## config.mk

```make
export PLATFORM = sky130hd
export DESIGN_NAME = mat_loader
export DESIGN_NICKNAME = d
export VERILOG_FILES = /design/src/rtl/mat_loader.sv
export SDC_FILE = /design/constraint.sdc
export NUM_CORES = 1
export LEC_CHECK = 0
export BUFFER_PORTS_ARGS = -buffer_cell sky130_fd_sc_hd__buf_4
export CAP_MARGIN = 20
export CORE_MARGIN = 5
export CORE_UTILIZATION = 46
export DETAILED_ROUTE_END_ITERATION = 7
export PLACE_DENSITY = 0.75
export SYNTH_ARGS = -nofsm -noshare
export SYNTH_HDL_FRONTEND = slang
export SYNTH_SLANG_ARGS = --single-unit
export TNS_END_PERCENT = 20
```

## constraint.sdc

```tcl
create_clock -name clk -period 1.8 [get_ports clk]
set_input_delay 0.18 -clock clk [delete_from_list [all_inputs] [get_ports clk]]
set_output_delay 0.18 -clock clk [all_outputs]
set_load 0.03 [all_outputs]
```

## src/rtl/mat_loader.sv

```systemverilog
// Operand loader for the matrix multiply/add unit: assembles A then B from a
// serial valid/ready stream, checks framing via s_last, and issues both with a strobe.
module mat_loader #(
   parameter int W_IN = 8,
   parameter int N    = 2
) (
   input  logic                               clk,
   input  logic                               rst,
   input  logic                               s_valid,
   output logic                               s_ready,
   input  logic signed [W_IN-1:0]             s_data,
   input  logic                               s_mode,
   input  logic                               s_last,
   input  logic                               hold,
   output logic                               out_valid,
   output logic                               out_mode,
   output logic [N-1:0][N-1:0][W_IN-1:0]      matrix_1,
   output logic [N-1:0][N-1:0][W_IN-1:0]      matrix_2,
   output logic                               frame_err
);

   localparam int NE = N * N;
   localparam int IW = (NE > 1) ? $clog2(NE) : 1;
   localparam int RW = (N > 1) ? $clog2(N) : 1;

   typedef enum logic [1:0] {
      LOAD_A,
      LOAD_B,
      ISSUE
   } state_e;

   state_e                          state_q, state_d;
   logic [IW-1:0]                   idx_q, idx_d;
   logic                            mode_q, mode_d;
   logic                            err_q, err_d;
   logic [N-1:0][N-1:0][W_IN-1:0]   m1_q, m1_d;
   logic [N-1:0][N-1:0][W_IN-1:0]   m2_q, m2_d;

   logic            accept;
   logic            at_end;
   logic            final_pos;
   logic [RW-1:0]   row;
   logic [RW-1:0]   col;

   always_ff @(posedge clk or posedge rst) begin
      if (rst) begin
         state_q <= LOAD_A;
         idx_q   <= '0;
         mode_q  <= 1'b0;
         err_q   <= 1'b0;
         m1_q    <= '0;
         m2_q    <= '0;
      end else begin
         state_q <= state_d;
         idx_q   <= idx_d;
         mode_q  <= mode_d;
         err_q   <= err_d;
         m1_q    <= m1_d;
         m2_q    <= m2_d;
      end
   end

   // s_ready is also gated by rst so nothing is offered while reset is held
   assign s_ready   = (state_q != ISSUE) && !rst;
   assign accept    = s_valid && s_ready;
   assign at_end    = (idx_q == IW'(NE - 1));
   assign final_pos = (state_q == LOAD_B) && at_end;
   assign row       = RW'(idx_q / IW'(N));
   assign col       = RW'(idx_q % IW'(N));

   always_comb begin
      state_d   = state_q;
      idx_d     = idx_q;
      mode_d    = mode_q;
      err_d     = 1'b0;
      m1_d      = m1_q;
      m2_d      = m2_q;
      out_valid = 1'b0;
      case (state_q)
         LOAD_A, LOAD_B: begin
            if (accept) begin
               // a misplaced or missing s_last drops the element and restarts the frame
               if (s_last != final_pos) begin
                  err_d   = 1'b1;
                  state_d = LOAD_A;
                  idx_d   = '0;
               end else begin
                  if (state_q == LOAD_A) begin
                     m1_d[row][col] = s_data;
                     if (idx_q == '0) mode_d = s_mode;
                  end else begin
                     m2_d[row][col] = s_data;
                  end
                  if (at_end) begin
                     idx_d   = '0;
                     state_d = (state_q == LOAD_A) ? LOAD_B : ISSUE;
                  end else begin
                     idx_d = idx_q + 1'b1;
                  end
               end
            end
         end
         ISSUE: begin
            if (!hold) begin
               out_valid = 1'b1;
               state_d   = LOAD_A;
            end
         end
         default: begin
            state_d = LOAD_A;
            idx_d   = '0;
         end
      endcase
   end

   assign out_mode  = mode_q;
   assign frame_err = err_q;
   assign matrix_1  = m1_q;
   assign matrix_2  = m2_q;

endmodule

```

## Word-level counts from Yosys, hierarchy flattened

Index checks and enable logic that the tools add are counted.

| operators by class | value |
|---|---|
| bitwise logic cells | 3 |
| equal/unequal tests | 8 |
| $lt $le $gt $ge | 4 |
| mux-type cells | 21 |
| reduce and logical (&&, ||, !) cells | 14 |
| $add $sub $neg | 1 |

Operators with widths:

| kind | count |
|---|---|
| $bwmux W32 | 2 |
| $demux W16 S1 | 1 |
| $mux W16 | 1 |
| $mux W2 | 8 |
| $demux W8 S1 | 1 |
| $mux W8 | 1 |
| $pmux W2 S2 | 2 |
| $reduce_and A4 Y1 | 2 |
| $ne A2 B2 Y1 const B | 3 |
| $logic_and A1 B1 Y1 | 5 |
| $mux W1 | 5 |
| $reduce_and A5 Y1 | 1 |
| $eq A2 B2 Y1 const B | 2 |
| $logic_not A2 Y1 | 2 |
| $lt A1 B2 Y1 const B | 2 |
| $ne A3 B3 Y1 const B | 1 |
| $not A1 Y1 | 3 |
| $reduce_and A3 Y1 | 1 |
| $add A2 B1 Y2 const B | 1 |
| $eq A2 B1 Y1 const B | 1 |
| $ge A1 B1 Y1 const B | 2 |
| $reduce_and A2 Y1 | 1 |
| $reduce_or A2 Y1 | 1 |
| $logic_not A1 Y1 | 1 |
| $ne A1 B1 Y1 | 1 |

| word-level totals | value |
|---|---|
| output and inout port bits | 68 |
| word-level logic and storage cells | 63 |
| bits in registers | 70 |
| input bits | 14 |

## Logic depth before layout (Yosys ltp)

Gate-level depths: netlist of run 1.

| depth | value |
|---|---|
| word-level depth | 7 |
| depth in mapped cells | 5 |
| mapped depth without buffers | 4 |

## Least setup slack after synthesis of run 1

Ideal clock, no wire load.

| timing path | value |
|---|---|
| path kind | flip-flop to flip-flop |
| start | reg idx_q[1] |
| end | reg m2_q (netlist bit matrix_2[0]) |
| data required time | 1675 ps |
| setup slack | 186 ps |
| cell stages (with the launch flop) | 5 |
| setup time | 125 ps |
| path buffers | 0 |
| period minus slack after synthesis | 1614 ps |
| arrival time | 1489 ps |
| cells stage by stage | dfrtp_1 ha_1 xnor2_1 nand3_2 mux2_2 |

| on the way | value |
|---|---|
| cells in the longest elaborated chain, start to end | 5 |
| elaborated cells on any way between the ends | 11 |
| classes of those cells | order compare (2); eq/ne (2); mux (3); bitwise (1); reduce/logical (3) |

Ends and longest elaborated chain:

| element | RTL line | text |
|---|---|---|
| start, declared | 33 | `logic [IW-1:0] idx_q, idx_d;` |
| start signal, assigned | 55 | `idx_q <= idx_d;` |
| $lt A1 B2 Y1 (implied by the code), or another cell as far along | 92 | `m2_d[row][col] = s_data;` |
| $logic_and A1 B1 Y1 (on tied branches) | 92, 67 |  |
| $mux W16 (implied by the code) or $ne A1 B1 Y1 (tied branches) | 92, 83 |  |
| $demux W16 S1 or $not A1 Y1 (tied branches) | - |  |
| $bwmux W32 or $reduce_and A4 Y1 (tied branches) | - |  |
| end signal, assigned | 59 | `m2_q <= m2_d;` |
| end, declared | 37 | `logic [N-1:0][N-1:0][W_IN-1:0] m2_q, m2_d;` |

Several ways; a longest one is shown, not always the timed one.
A chain may end at the register's enable or synchronous reset.

## Worst setup path after layout of run 1

| timing path | value |
|---|---|
| start | reg idx_q[0] |
| end | reg m1_q (netlist bit matrix_1[31]) |

| on the way | value |
|---|---|
| cells in the longest elaborated chain, start to end | 7 |
| elaborated cells on any way between the ends | 13 |
| classes of those cells | order compare (2); eq/ne (2); mux (5); bitwise (1); reduce/logical (3) |

Ends and longest elaborated chain:

| element | RTL line | text |
|---|---|---|
| $lt A1 B2 Y1 (implied by the code) or $ge A1 B1 Y1 (tied branches) | 89 | `m1_d[row][col] = s_data;` |
| $logic_and A1 B1 Y1 (implied by the code) | 89 |  |
| $mux W8 (implied by the code) | 89 |  |
| $demux W8 S1 | 89 |  |
| $mux W16 (implied by the code) | 89 |  |
| $demux W16 S1 | 89 |  |
| $bwmux W32 | 89 |  |
| end signal, assigned | 58 | `m1_q <= m1_d;` |
| end, declared | 36 | `logic [N-1:0][N-1:0][W_IN-1:0] m1_q, m1_d;` |

Several ways; a longest one is shown, not always the timed one.

==> results of run 1 <==
==> routing by layer <==
layer,share of wire [%],vias to the layer above
met2,47,71
met4,2.0,0
li1,-,833
met1,42,904
met3,8.9,13
met5,0,-
==> kinds of logic after synthesis <==
kind of cell             Yosys count
AND/OR/NAND/NOR                   25
XOR/XNOR                           2
adder cells (fa/ha/maj)            4
multiplexers                      65
buffers and inverters              6
flip-flops                        70
AO/OA/AOI/OAI                      5
==> per-stage QoR <==
step	util (%)	area, um2	TNS [ns]
floorplan	-	2828	0
global placement	60.44	3600	-0.1803
detailed placement	60.44	3600	-0.6545
CTS	64.22	3825	0
global route	64.60	3847	-0.1668
finish	64.60	3847	0
==> worst paths after layout <==
path                                  start      endpoint  depth (start not counted)
worst max-delay path               idx_q[0]  matrix_1[31]                          5
worst min-delay path                   hold    state_q[1]                          2
worst max register to register     idx_q[0]  matrix_1[31]                          5
worst min register to register  matrix_1[4]   matrix_1[4]                          1
max in group asynchronous               rst   matrix_2[7]                          4
min in group asynchronous               rst     frame_err                          4
==> power by group through the flow <==
stage	clock (mW)	combinational, mW	sequential, mW
finish	1.32	2.38	2.33
global placement	0	2.36	2.34
detailed placement	0	2.40	2.35
floorplan	0	0.544	3.22
CTS	1.36	2.41	2.33
global route	1.43	2.52	2.40
==> registers in the layout, indices dropped and copies added, names as in the netlist <==
signal,flops
state_q,2
matrix_1,32
out_mode,1
frame_err,1
matrix_2,32
idx_q,2
==> cell usage in the layout, fill, tap and decap left out <==
master         synthesis  final
a211oi_1               1      1
a21o_1                 1      1
a22o_1                 1      1
a32o_1                 1      1
and3_1                 1      1
and4bb_2               1      1
and4bb_4               1      1
buf_12                 0      1
buf_4                  1     89
buf_6                  0      1
bufinv_16              0      1
clkbuf_8               0     11
clkinv_2               0      2
clkinvlp_4             0      2
dfrtp_1               70     70
dlygate4sd3_1          0      1
ha_1                   4      4
inv_1                  3      2
inv_6                  0      1
mux2_2                57     57
mux2_4                 8      8
nand2_1                2      2
nand2b_1               2      2
nand3_2                3      2
nand3_4                0      1
nand4_2                3      3
nor2_1                 8      8
nor2b_1                2      2
nor3_1                 2      2
o21ai_0                1      1
xnor2_4                0      1
xor2_1                 1      1
==> worst max-delay path, stage by stage, from the launching register on <==
cell	delay, ns
dfrtp_1	0.44
ha_1	0.32
and4bb_2	0.30
nand2_1	0.10
buf_4	0.17
mux2_2	0.34
==> what timing repair did <==
item,CTS,global route
endpoints found under the setup margin,22,19
pin swaps,0,1
hold buffers,1,0
gates cloned,0,0
gates resized for setup,1,3
hold endpoints to repair,70,0
==> layout make-up <==
| cell class | count | area [um2] |
|---|---|---|
| fillers | 464 | 2108 |
| flip-flops and latches | 70 | 1752 |
| multi-input cells | 101 | 1070 |
| repair buffers | 92 | 709.4 |
| clock buffers | 11 | 151.4 |
| well taps | 75 | 93.84 |
| clock inverters | 5 | 56.30 |
| inverters | 3 | 15.01 |
==> impl_metrics.csv, run 1 <==
group,metric,value,unit
logic_synthesis,yosys.area.top_type_share,62.03,%
logic_synthesis,synth_edf_count,0,
route,route.antenna.remaining_nets,0,
critical_path,path_class,"reg -> reg",
run,cap_violations,0,
cts,cts_setup_buffers,0,
route,drt_pre_antenna_iters,4,
timing,setup_viol_count_final,0,
floorplanning,pin_count,82,
floorplanning,initial_core_util,47.42,%
timing,setup_ws,0.02220,ns
power,power_frac_clock,21.9,%
timing,finalMaxSlewViolations,0,
power,power.internal,3.751,mW
placed_design,post-place-ws,-0.07425,ns
placed_design,routabilityCongestion,0.7644,
route,wirelength,6.453,mm
critical_path,startpoint_type,"register",
placed_design,place.detailed.hpwl,4.575,mm
finish,antennaDiodeCount,0,
power,p_switching,2.283,mW
cts,cts_buffer_depth,2,
logic_synthesis,synth-simple-area-share,6.203,%
logic_synthesis,synth_area_leaders,"dfrtp_1 (62%), mux2_2 (23%), mux2_4 (4.3%)",
global_route,grtUsageMet2,27.40,%
route,routedWlPerCell,18.08,um
timing,fin_crit_sh,98.77,%
logic_synthesis,synth_top_family_by_area,"multiplexers",
power,power.density,1568,mW/mm2
critical_path,required,2.03,ns
route,routed-via-count,1821,
floorplanning,die_w,88.35,um
logic_synthesis,synth_top_area_cell,"dfrtp_1",
timing,layout_min_cycle_time,1.778,ns
global_route,grt_usage,18.27,%
cts,cts_sinks,70,
finish,area_growth,36.24,%
run_status,status,"complete, no violations",
power,power_leakage,1.977,nW
global_route,antenna_found_initial,0,
cts,clock_latency,0.34,ns
power,worst_ir_drop_vdd,0.0009414,V
cts,numCtsBuffers,9,
logic_synthesis,synthMuxAreaShare,26.98,%
global_route,met1_usage,23.75,%
timing,timing.fmax,562.5,MHz
floorplanning,die_area,0.007806,mm2
logic_synthesis,synthFlopType,"dfrtp_1",
timing,hold_viol_final,0,
floorplanning,coreArea,0.005956,mm2
cts,clk_pin_slew,0.08,ns
critical_path,cp_max_fo,6,
timing,grt_setup_unrepaired,"yes",
timing,worst_slew_pin_slew,0.4349,ns
logic_synthesis,synth_cell_types,24,
critical_path,cp-end-kind,"register",
logic_synthesis,syn_area,0.002824,mm2
cts,h-tree-depth,3,
power,seqPwrFrac,38.6,%
global_route,grt_use_met3,6.518,%
route,drc_errors,0,
logic_synthesis,yosys.area_share.adder,1.772,%
critical_path,r2r_slack,0.02,ns
global_route,overflow,0,
logic_synthesis,ys_warn_count,0,
floorplanning,fp.dieH,88.35,um
route,viasPerCell,5.101,
logic_synthesis,synth_compound_area_share,1.374,%
logic_synthesis,ys_top_cells_by_count,"dfrtp_1 (70), mux2_2 (57), mux2_4 (8), nor2_1 (8), ha_1 (4)",
route,drtIter0Drc,49,
placed_design,dp_cells,340,
logic_synthesis,ys_seq_elements,70,
finish,drive_above_1_share,64.54,%
logic_synthesis,syn_inst,177,
cts,clockRootBuffer,"clkbuf_8",
power,p_comb_share,39.5,%
timing,fin_skew,0.006670,ns
finish,num-nets-final,295,
global_route,grt_max_degree,71,
power,fin_total_pwr,6.034,mW
logic_synthesis,avgSynthCellArea,15.95,um2
global_route,grt_pass1_vias,2009,
global_route,grt.busiest_layer,"met2",
timing,whs,0.04757,ns
worst_hold_path,hp-class,"in -> reg",
placed_design,portBuffers,81,
critical_path,arrival,2.01,ns
logic_synthesis,synth_xor_area_share,0.6203,%
logic_synthesis,ys_seq_area_share,62.03,%
timing,slew_headroom,70.94,%
floorplanning,std_cell_rows,28,
cts,tritoncts,"done",
logic_synthesis,synthArstFlopShare,100.0,%
logic_synthesis,synth_nets,195,
logic_synthesis,yosysMostFrequentCell,"dfrtp_1",
finish,fin_cells,357,
power,switching_share,37.83,%
global_route,grt_pass1_wl,10.55,mm
Note: power is estimated with default switching activity, not from simulation.
==> run 2, diff against run 1 <==
--- a/config.mk
+++ b/config.mk
@@ -5,7 +5,7 @@
 export SDC_FILE = /design/constraint.sdc
 export NUM_CORES = 1
 export LEC_CHECK = 0
-export BUFFER_PORTS_ARGS = -buffer_cell sky130_fd_sc_hd__buf_4
+export BUFFER_PORTS_ARGS = -buffer_cell sky130_fd_sc_hd__buf_2
 export CAP_MARGIN = 20
 export CORE_MARGIN = 5
 export CORE_UTILIZATION = 46
==> impl_metrics.csv, run 2 (synthesis gave the netlist of run 1 again) <==
group,metric,value,unit
run_status,status,"complete, no violations",
worst_hold_path,hp-class,"in -> async",
floorplanning,die_w,88.35,um
floorplanning,pin_count,82,
power,power.density,1519,mW/mm2
timing,setup_viol_count_final,0,
timing,layout_min_cycle_time,1.704,ns
placed_design,place.detailed.hpwl,4.507,mm
placed_design,portBuffers,81,
floorplanning,std_cell_rows,28,
critical_path,arrival,1.92,ns
route,routed-via-count,1815,
cts,tritoncts,"done",
critical_path,cp-end-kind,"register",
timing,worst_slew_pin_slew,0.5008,ns
placed_design,post-place-ws,-0.08609,ns
finish,fin_cells,356,
critical_path,cp_top_family,"simple AND/OR/NAND/NOR gates",
timing,timing.fmax,586.9,MHz
power,worst_ir_drop_vdd,0.0009224,V
global_route,grt_max_degree,71,
timing,hold_viol_final,0,
run,cap_violations,0,
finish,regArea,0.001752,mm2
cts,numCtsBuffers,9,
route,drtIter0Drc,26,
critical_path,cp_slowest_stage_delay,0.42,ns
timing,whs,0.008589,ns
cts,h-tree-depth,3,
route,drc_errors,0,
finish,num-nets-final,295,
finish,final_cell_mix,"buf_2 (81), dfrtp_1 (70), mux2_2 (57), clkbuf_8 (10), buf_4 (9)",
critical_path,r2r_slack,0.1,ns
route,drt_pre_antenna_iters,4,
cts,cts_buffer_depth,2,
finish,nFillCells,484,
floorplanning,coreArea,0.005956,mm2
critical_path,slowest_stage,"dfrtp_1",
critical_path,path_class,"reg -> reg",
placed_design,routabilityCongestion,0.7245,
power,fin_total_pwr,5.502,mW
floorplanning,fp.dieH,88.35,um
cts,clock_latency,0.33,ns
cts,clk_pin_slew,0.07,ns
timing,grt_setup_unrepaired,"yes",
finish,fin_area,0.003621,mm2
global_route,grt_pass1_vias,1920,
global_route,overflow,0,
route,viasPerCell,5.098,
global_route,antenna_found_initial,0,
floorplanning,die_area,0.007806,mm2
timing,finalMaxSlewViolations,0,
finish,area_growth,28.22,%
route,routedWlPerCell,17.65,um
route,wirelength,6.283,mm
global_route,grt_pass1_wl,10.16,mm
power,power_leakage,1.937,nW
timing,fin_crit_sh,94.66,%
finish,drive_above_1_share,64.41,%
finish,antennaDiodeCount,0,
timing,setup_ws,0.09618,ns
timing,slew_headroom,66.49,%
cts,clockRootBuffer,"clkbuf_8",
cts,cts_sinks,70,
critical_path,required,2.02,ns
timing,fin_skew,0.004528,ns
placed_design,place_area,0.003417,mm2
global_route,grt_usage,17.81,%
timing,finalSetupTns,0,ns
placed_design,dp_cells,341,
floorplanning,initial_core_util,47.42,%
critical_path,crit_buf_inv,1,
critical_path,startpoint_type,"register",
finish,multi_input_area,0.001081,mm2
critical_path,cp_max_fo,7,
route,route.antenna.remaining_nets,0,
finish,final_common_cell,"buf_2",
critical_path,worstPathCellList,"ha_2, and4bb_2, nand2_1, buf_12, mux2_2",
finish,final_util,60.80,%
==> run 2: path summary, 6_finish.rpt <==
path	to	cells after the start	startpoint
setup / recovery	matrix_1[28]	5	idx_q[1]
hold / removal	state_q[1]	3	rst
setup reg to reg	matrix_1[28]	5	idx_q[1]
hold reg to reg	matrix_1[17]	1	matrix_1[17]
max in group asynchronous	matrix_1[14]	3	rst
min in group clk	state_q[1]	2	hold
==> run 2: worst register-to-register path, delay by kind of cell, from the launching register on <==
| kind | cells | cell delay (ns) |
|---|---|---|
| mux | 1 | 0.33 |
| simple gates | 2 | 0.42 |
| flops | 1 | 0.42 |
| buf+inv | 1 | 0.16 |
| fa+ha+maj | 1 | 0.27 |
==> run 2: layout make-up <==
type	instances	share of cell area (%)
inverter	3	0.4147
clock inverter	3	0.5874
sequential	70	48.38
clock buffer	12	4.008
timing repair buffer	92	14.17
multi-input combinational	101	29.85
tap	75	2.592
==> run 2: repair_timing <==
action	in CTS	in global routing
buffers inserted	0	0
endpoints found under the setup margin	24	36
pin swaps	1	0
hold buffers	0	0
gates resized for setup	2	3
==> run 2: routing by layer <==
metal	wire, um	up-vias	track usage (%)
li1	-	835	-
met1	2710	910	22.47
met2	3039	62	28.35
met3	475	8	7.263
met4	58	0	5.357
met5	0	-	0
==> run 2: power breakdown <==
group          internal, mW  total, mW  leakage [nW]  switching (mW)
Sequential             2.05       2.29         0.925           0.249
Clock                 0.531       1.08        0.0824           0.547
Combinational         0.730       2.13         0.930            1.40
Total                  3.31       5.50          1.94            2.20
